$ cat config.mk
export PLATFORM = sky130hd
export DESIGN_NAME = halt_state_dumper
export DESIGN_NICKNAME = d
export VERILOG_FILES = /design/src/rtl/halt_state_dumper.sv
export SDC_FILE = /design/constraint.sdc
export NUM_CORES = 1
export LEC_CHECK = 0
export BUFFER_PORTS_ARGS = -buffer_cell sky130_fd_sc_hd__buf_2
export CORE_ASPECT_RATIO = 1.75
export CORE_MARGIN = 3
export CORE_UTILIZATION = 40
export DETAILED_ROUTE_END_ITERATION = 7
export PLACE_DENSITY = 0.57
export SLEW_MARGIN = 20
export SYNTH_ARGS = -nofsm -noshare
export SYNTH_HDL_FRONTEND = slang
export SYNTH_SLANG_ARGS = --single-unit
$ cat constraint.sdc
create_clock -name clk -period 26.8 [get_ports clk]
set_clock_uncertainty 0.1 [all_clocks]
set_input_delay 4.02 -clock clk [delete_from_list [all_inputs] [get_ports clk]]
set_output_delay 4.02 -clock clk [all_outputs]
set_load 0.02 [all_outputs]
$ cat src/rtl/halt_state_dumper.sv
// halt_state_dumper: after halt retires, streams counters, registers and post-marker memory
// as tagged valid/ready records, then a closing END record.
module halt_state_dumper #(
  parameter int          DRAIN_CYCLES = 6,
  parameter int          MEM_WORDS    = 1024,
  parameter logic [31:0] HALT_WORD    = 32'h4400_0000
) (
  input  logic        clk,
  input  logic        reset,
  input  logic        halt,
  input  logic [15:0] arith_cnt,
  input  logic [15:0] logic_cnt,
  input  logic [15:0] mem_cnt,
  input  logic [15:0] ctrl_cnt,
  input  logic [31:0] stall_wo_fwd,
  input  logic [31:0] stall_w_fwd,
  input  logic [31:0] pc,
  output logic [4:0]  reg_raddr,
  input  logic [31:0] reg_rdata,
  output logic [9:0]  mem_raddr,
  input  logic [31:0] mem_rdata,
  output logic        dump_valid,
  input  logic        dump_ready,
  output logic [2:0]  dump_tag,
  output logic [9:0]  dump_index,
  output logic [31:0] dump_data,
  output logic        busy
);
  typedef enum logic [2:0] {IDLE, DRAIN, COUNT, REGS, MSCAN, MEMIT, END, DONE} state_t;
  localparam logic [2:0] TAG_COUNT = 3'd0, TAG_REG = 3'd1, TAG_MADDR = 3'd2,
                         TAG_MDATA = 3'd3, TAG_END = 3'd4;
  state_t      state, state_n;
  logic [7:0]  drain;
  logic [2:0]  cidx;
  logic [31:0] cval [8];
  logic        flag, phase, take, fire, hit, last, ld;
  logic [2:0]  ld_tag;
  logic [9:0]  ld_index;
  logic [31:0] ld_data, total;
  assign take  = !dump_valid || dump_ready;
  assign fire  = dump_valid && dump_ready;
  assign hit   = flag && mem_rdata != 32'd0;
  assign last  = mem_raddr == 10'(MEM_WORDS - 1);
  assign total = 32'(arith_cnt) + 32'(logic_cnt) + 32'(mem_cnt) + 32'(ctrl_cnt);
  assign busy  = state != IDLE && state != DONE;
  always_ff @(posedge clk) begin
    if (!reset) state <= IDLE;
    else state <= state_n;
  end
  // A new record is loaded only when the output slot is empty or being emptied.
  always_comb begin
    state_n  = state;
    ld       = 1'b0;
    ld_tag   = TAG_COUNT;
    ld_index = '0;
    ld_data  = '0;
    case (state)
      IDLE:  state_n = halt ? DRAIN : IDLE;
      DRAIN: state_n = drain <= 8'd1 ? COUNT : DRAIN;
      COUNT: begin
        ld       = take;
        ld_index = {7'd0, cidx};
        ld_data  = cval[cidx];
        state_n  = take && cidx == 3'd7 ? REGS : COUNT;
      end
      REGS: begin
        ld       = take;
        ld_tag   = TAG_REG;
        ld_index = {5'd0, reg_raddr};
        ld_data  = reg_rdata;
        state_n  = take && reg_raddr == 5'd31 ? MSCAN : REGS;
      end
      MSCAN: state_n = hit ? MEMIT : last ? END : MSCAN;
      MEMIT: begin
        ld       = take;
        ld_tag   = phase ? TAG_MDATA : TAG_MADDR;
        ld_index = mem_raddr;
        ld_data  = phase ? mem_rdata : {20'd0, mem_raddr, 2'b00};
        state_n  = take && phase ? (last ? END : MSCAN) : MEMIT;
      end
      END: begin
        ld      = take && !(dump_valid && dump_tag == TAG_END);
        ld_tag  = TAG_END;
        state_n = fire && dump_tag == TAG_END ? DONE : END;
      end
      default: state_n = state;
    endcase
  end
  always_ff @(posedge clk) begin
    if (!reset) begin
      {dump_valid, dump_tag, dump_index, dump_data} <= '0;
      reg_raddr <= '0;
      mem_raddr <= '0;
      drain     <= '0;
      cidx      <= '0;
      flag      <= 1'b0;
      phase     <= 1'b0;
    end else begin
      if (ld) {dump_valid, dump_tag, dump_index, dump_data} <= {1'b1, ld_tag, ld_index, ld_data};
      else if (fire) {dump_valid, dump_tag, dump_index, dump_data} <= '0;
      case (state)
        IDLE: drain <= 8'(DRAIN_CYCLES);
        DRAIN: begin
          drain   <= drain - 8'd1;
          cidx    <= '0;
          cval[0] <= total;
          cval[1] <= 32'(arith_cnt);
          cval[2] <= 32'(logic_cnt);
          cval[3] <= 32'(mem_cnt);
          cval[4] <= 32'(ctrl_cnt);
          cval[5] <= pc;
          cval[6] <= total + 32'(DRAIN_CYCLES) + stall_wo_fwd;
          cval[7] <= total + 32'(DRAIN_CYCLES) + stall_w_fwd;
        end
        COUNT: if (take) begin
          cidx <= cidx + 3'd1;
          if (cidx == 3'd7) reg_raddr <= 5'd1;
        end
        REGS: if (take) reg_raddr <= reg_raddr + 5'd1;
        MSCAN: begin
          if (!flag && mem_rdata == HALT_WORD) flag <= 1'b1;
          if (!hit && !last) mem_raddr <= mem_raddr + 10'd1;
        end
        MEMIT: if (take) begin
          phase <= !phase;
          if (phase && !last) mem_raddr <= mem_raddr + 10'd1;
        end
        default: ;
      endcase
    end
  end
endmodule

== Yosys cells after proc, flatten, opt, wreduce, memory -nomap -nowiden ==
Memory sizes are Yosys's and may differ from the RTL's. A register that Yosys moved wholly into a read port is not among the register bits.
Cells that the tools add are included.
Cells by class
  $add $sub $neg: 10
  multipliers: 0
  divide/modulo/power cells: 0
  order comparisons: 1
  equal/unequal tests: 18
  shifts and indexed selects: 0
  mux-type cells: 39
  bitwise operators: 0
  reductions and logical operators: 34
Operators with widths (number)
  $mux 32: 3
  $pmux 32 s3: 1
  $mux 10: 5
  $add 20x32->32: 1
  $add 32x32->32: 1
  $eq 32x31->1 const B: 1
  $reduce_bool 32->1: 1
  $pmux 10 s3: 1
  $mux 3: 7
  $pmux 3 s7: 1
  $add 19x3->20 const B: 1
  $pmux 10 s2: 1
  $add 18x16->19: 1
  $add 17x16->18: 1
  $add 16x16->17: 1
  $pmux 8 s2: 1
  $eq 3x3->1 const B: 5
  $mux 5: 3
  $logic_and 1x1->1: 12
  $ne 2x2->1 const B: 6
  $add 10x1->10 const B: 1
  $eq 10x10->1 const B: 1
  $pmux 5 s2: 1
  $reduce_bool 2->1: 5
  21 further kinds: 40
Storage, ports and cells
  register bits: 77
  bits in latches: 0
  memory bits (writable): 256
  memory bits (read-only): 0
  input port bits: 228
  output and inout port bits: 62
  logic and storage cells: 114
  memories kept: 1
Memory list
  cval: words 8, bits a word 32, read ports 1, clocked after memory_dff 1, wr ports 8, line 35  | logic [31:0] cval [8];

== Longest topological paths before layout ==
  depth after elaboration: 6
  depth in mapped cells: 22
  mapped depth without buffers: 22

== Worst setup path after synthesis ==
Ideal clock, no wire load.
  path kind: in2reg
  start: in reset
  end: mem cval[0][0], enable pin
  setup time: 0.934 ns
  arrival time: 16.481 ns
  data required time: 25.766 ns
  slack: 9.286 ns
  cell stages on the path: 3
  path buffers: 1
  cell sequence: clkinv_1 clkbuf_1 nor3_1
RTL lines
  start: declaration: line 9  | input logic reset,
  end: declaration: line 35

==> flow_summary.yaml <==
timing:
  fin_crit_sh: 0.366
  tightest_slew_ns: 1.09
  rsz0062_at_grt: "false"
  setup-violations-final: 0
  hold_viol_final: 0
  hold_ws_ns: 0.374
  drv_slew: 0
  period_needed_ns: 9.80
  setup_tns_ns: 0
  max_freq_ghz: 0.102
  relSlewSlack: 0.269
  setup_ws_ns: 17.00
routing:
  vias_per_cell: 5.50
  wirelength_um: 46100
  routedWlPerCell_um: 21.5
  drc_errors: 0
  drt-initial-drc-count: 724
  first_pass_iters: 7
  num_vias: 11800
  antenna_left: 0
clocking:
  htreeDepth: 1
  post_cts.repair.setup_buffers: 0
  hold_buffers: 0
  cts_tree: "built"
  clock-sinks: 258
  cts_resized: 0
  clock_latency_ns: 0.57
  numCtsBuffers: 27
  clkTransAtPathRegs_ns: 0.06
  clock_tree.root_cell: "clkbuf_16"
  clockBufferDepth: 3
synthesis:
  synthCells: 1372
  ys.flop_type: "edfxtp_1"
  synth_most_common_cell: "edfxtp_1"
  synth-seq-cells: 258
  synth-seq-area-share: 0.461
  ys_top_cells_by_count: "178 x edfxtp_1, 141 x nor2_1, 123 x a21oi_1, 103 x inv_1, 80 x dfxtp_1"
  syn_area_um2: 15100
  synth_area_leaders: "edfxtp_1 35%, dfxtp_1 11%, ha_1 5.4%"
  synth_edf_count: 178
  yosysWarnings: 0
  yosysTopAreaCell: "edfxtp_1"
  synth.top_cell.area_share: 0.354
  synth_nets: 1699
  yosysUniqueCellTypes: 81
  async_flop_share: 0
  syn_area_per_cell_um2: 11.0
floorplan:
  die_height_um: 263
  io_pins: 290
  start_util: 0.408
  dieArea_um2: 40200
  chipWidth_um: 153
  rows: 93
  coreArea_um2: 37000
place:
  placed_cell_area_um2: 17000
  dp_slack_ns: 16.46
  port_buffers: 289
  dp_hpwl_um: 35600
  dp_cells: 2086
  place.gp.congestion: 0.892
setup_path:
  critPathLaunch: "arith_cnt[1]"
  r2r_setup_slack_ns: 23.41
  r2r_start: "state[0]"
  path_class: "input pin to register"
  cp_max_fo: 13
  r2r_cells: 8
  critPathRequiredTime_ns: 27.00
  worstPathArrival_ns: 10.00
  r2r-end: "mem_raddr[7]"
  cp-start-kind: "input pin"
  cp-end-kind: "register"
  crit_end: "cval[7][30]"
power:
  ir_worst_vdd_mv: 0.0770
  pwr_density_cell_nw_per_um2: 93.8
  p_leak_nw: 7.08
status:
  status: "completed"
finish:
  nets: 1967
  syn_to_final_growth_pct: 18.7
  stdcell_count: 2139
  fin_area_um2: 17900
  layout-drive-gt1-share: 0.266
global_routing:
  grt_overflow_total: 0
  grt_usage: 0.223
  grt_pass1_vias: 12200
  grt_max_degree: 179
  grt_pass1_wl_um: 70000
  antenna_found_initial: 8
run:
  maxCapViolCount: 0
worst_hold_path:
  worstHoldStart: "flag"
  min_path_type: "register to register"
-- power by group --
part | switching [mW] | internal (mW) | leakage, nW | total (mW)
sequential | 0.0112 | 0.509 | 2.28 | 0.520
clock | 0.163 | 0.212 | 0.437 | 0.374
combinational | 0.477 | 0.306 | 4.36 | 0.784
-- routing by layer --
layer	global-route usage	wire (um)	vias up
li1	-	-	5594
met3	0.0432	2820	94
met4	0.0950	1950	10
met1	0.244	16500	5666
met5	0	65	-
met2	0.416	24700	393
-- layout by cell type (no fill, tap or decap), types with 17 or more instances in the layout --
master / synthesis / final
fa_1: 34 / 34
inv_1: 103 / 103
mux4_2: 32 / 32
xnor2_1: 64 / 64
nor2_1: 141 / 140
a22oi_1: 20 / 20
edfxtp_1: 178 / 178
nor4_1: 17 / 17
nand2_1: 64 / 64
a21oi_1: 123 / 123
a222oi_1: 22 / 22
o21ai_0: 31 / 31
clkbuf_16: 0 / 28
buf_2: 8 / 289
ha_1: 65 / 65
nand3_1: 27 / 27
xor2_1: 23 / 23
a21o_1: 21 / 21
dfxtp_1: 80 / 78
-- worst min-delay path by stage --
| stage | end | cells past startpoint |
|---|---|---|
| 2_1_floorplan | flag | 2 |
| 3_3_place_gp | flag | 2 |
| 3_5_place_dp | flag | 2 |
| 4_1_cts | flag | 2 |
| 5_1_grt | dump_tag[0] | 2 |
| 6_report | flag | 2 |
-- critical path, cell delays in order --
cell and delay, ns:
buf_2 0.08, inv_1 0.05, fa_1 0.49, fa_1 0.51, inv_1 0.04, ha_1 0.23, fa_1 0.43, a21o_1 0.28
a221oi_2 0.43, xnor2_4 0.19, inv_1 0.12, nor4_4 0.36, nand3_1 0.18, nor2_1 0.16, xnor2_1 0.19, ha_1 0.36
a21o_1 0.18, a21o_1 0.17, a21oi_1 0.80, nor4_1 0.10, a2111oi_0 0.51, nand3_1 0.12
-- final cells by class --
type / count / area (um2)
inverters: 104 / 390
diodes: 3 / 7.51
fillers: 3510 / 19100
clock buffers: 38 / 772
clock inverters: 12 / 103
repair buffers: 299 / 1530
well taps: 475 / 594
multi-input cells: 950 / 7550
flip-flops and latches: 258 / 6950
-- sequential cells by signal (all words and copies together) (netlist names), named ones only --
| register | cells |
|---|---|
| state | 3 |
| reg_raddr | 5 |
| cidx | 3 |
| dump_valid | 1 |
| cval | 178 |
| dump_data | 32 |
| mem_raddr | 10 |
| dump_index | 10 |
| drain | 8 |
| phase | 1 |
| dump_tag | 3 |
| flag | 1 |
-- cell families (layout without fill, tap and decap cells) --
| group | count (synthesis) | after routing | synth area share |
|---|---|---|---|
| simple gates | 385 | 385 | 0.132 |
| fa+ha+maj | 99 | 99 | 0.0991 |
| mux | 63 | 63 | 0.0697 |
| compound gates | 308 | 308 | 0.137 |
| other cells | 0 | 3 | 0 |
| xor+xnor | 95 | 95 | 0.0599 |
| buf+inv | 164 | 453 | 0.0417 |
| flops | 258 | 258 | 0.461 |
-- metrics by stage --
| stage | power, mW | util |
|---|---|---|
| after floorplan | 1.09 | - |
| after global placement | 1.31 | 0.460 |
| after detailed placement | 1.31 | 0.460 |
| after CTS | 1.70 | 0.483 |
| after global routing | 1.78 | 0.484 |
| final | 1.68 | 0.484 |
No activity file was read; power rests on OpenSTA's default activity.
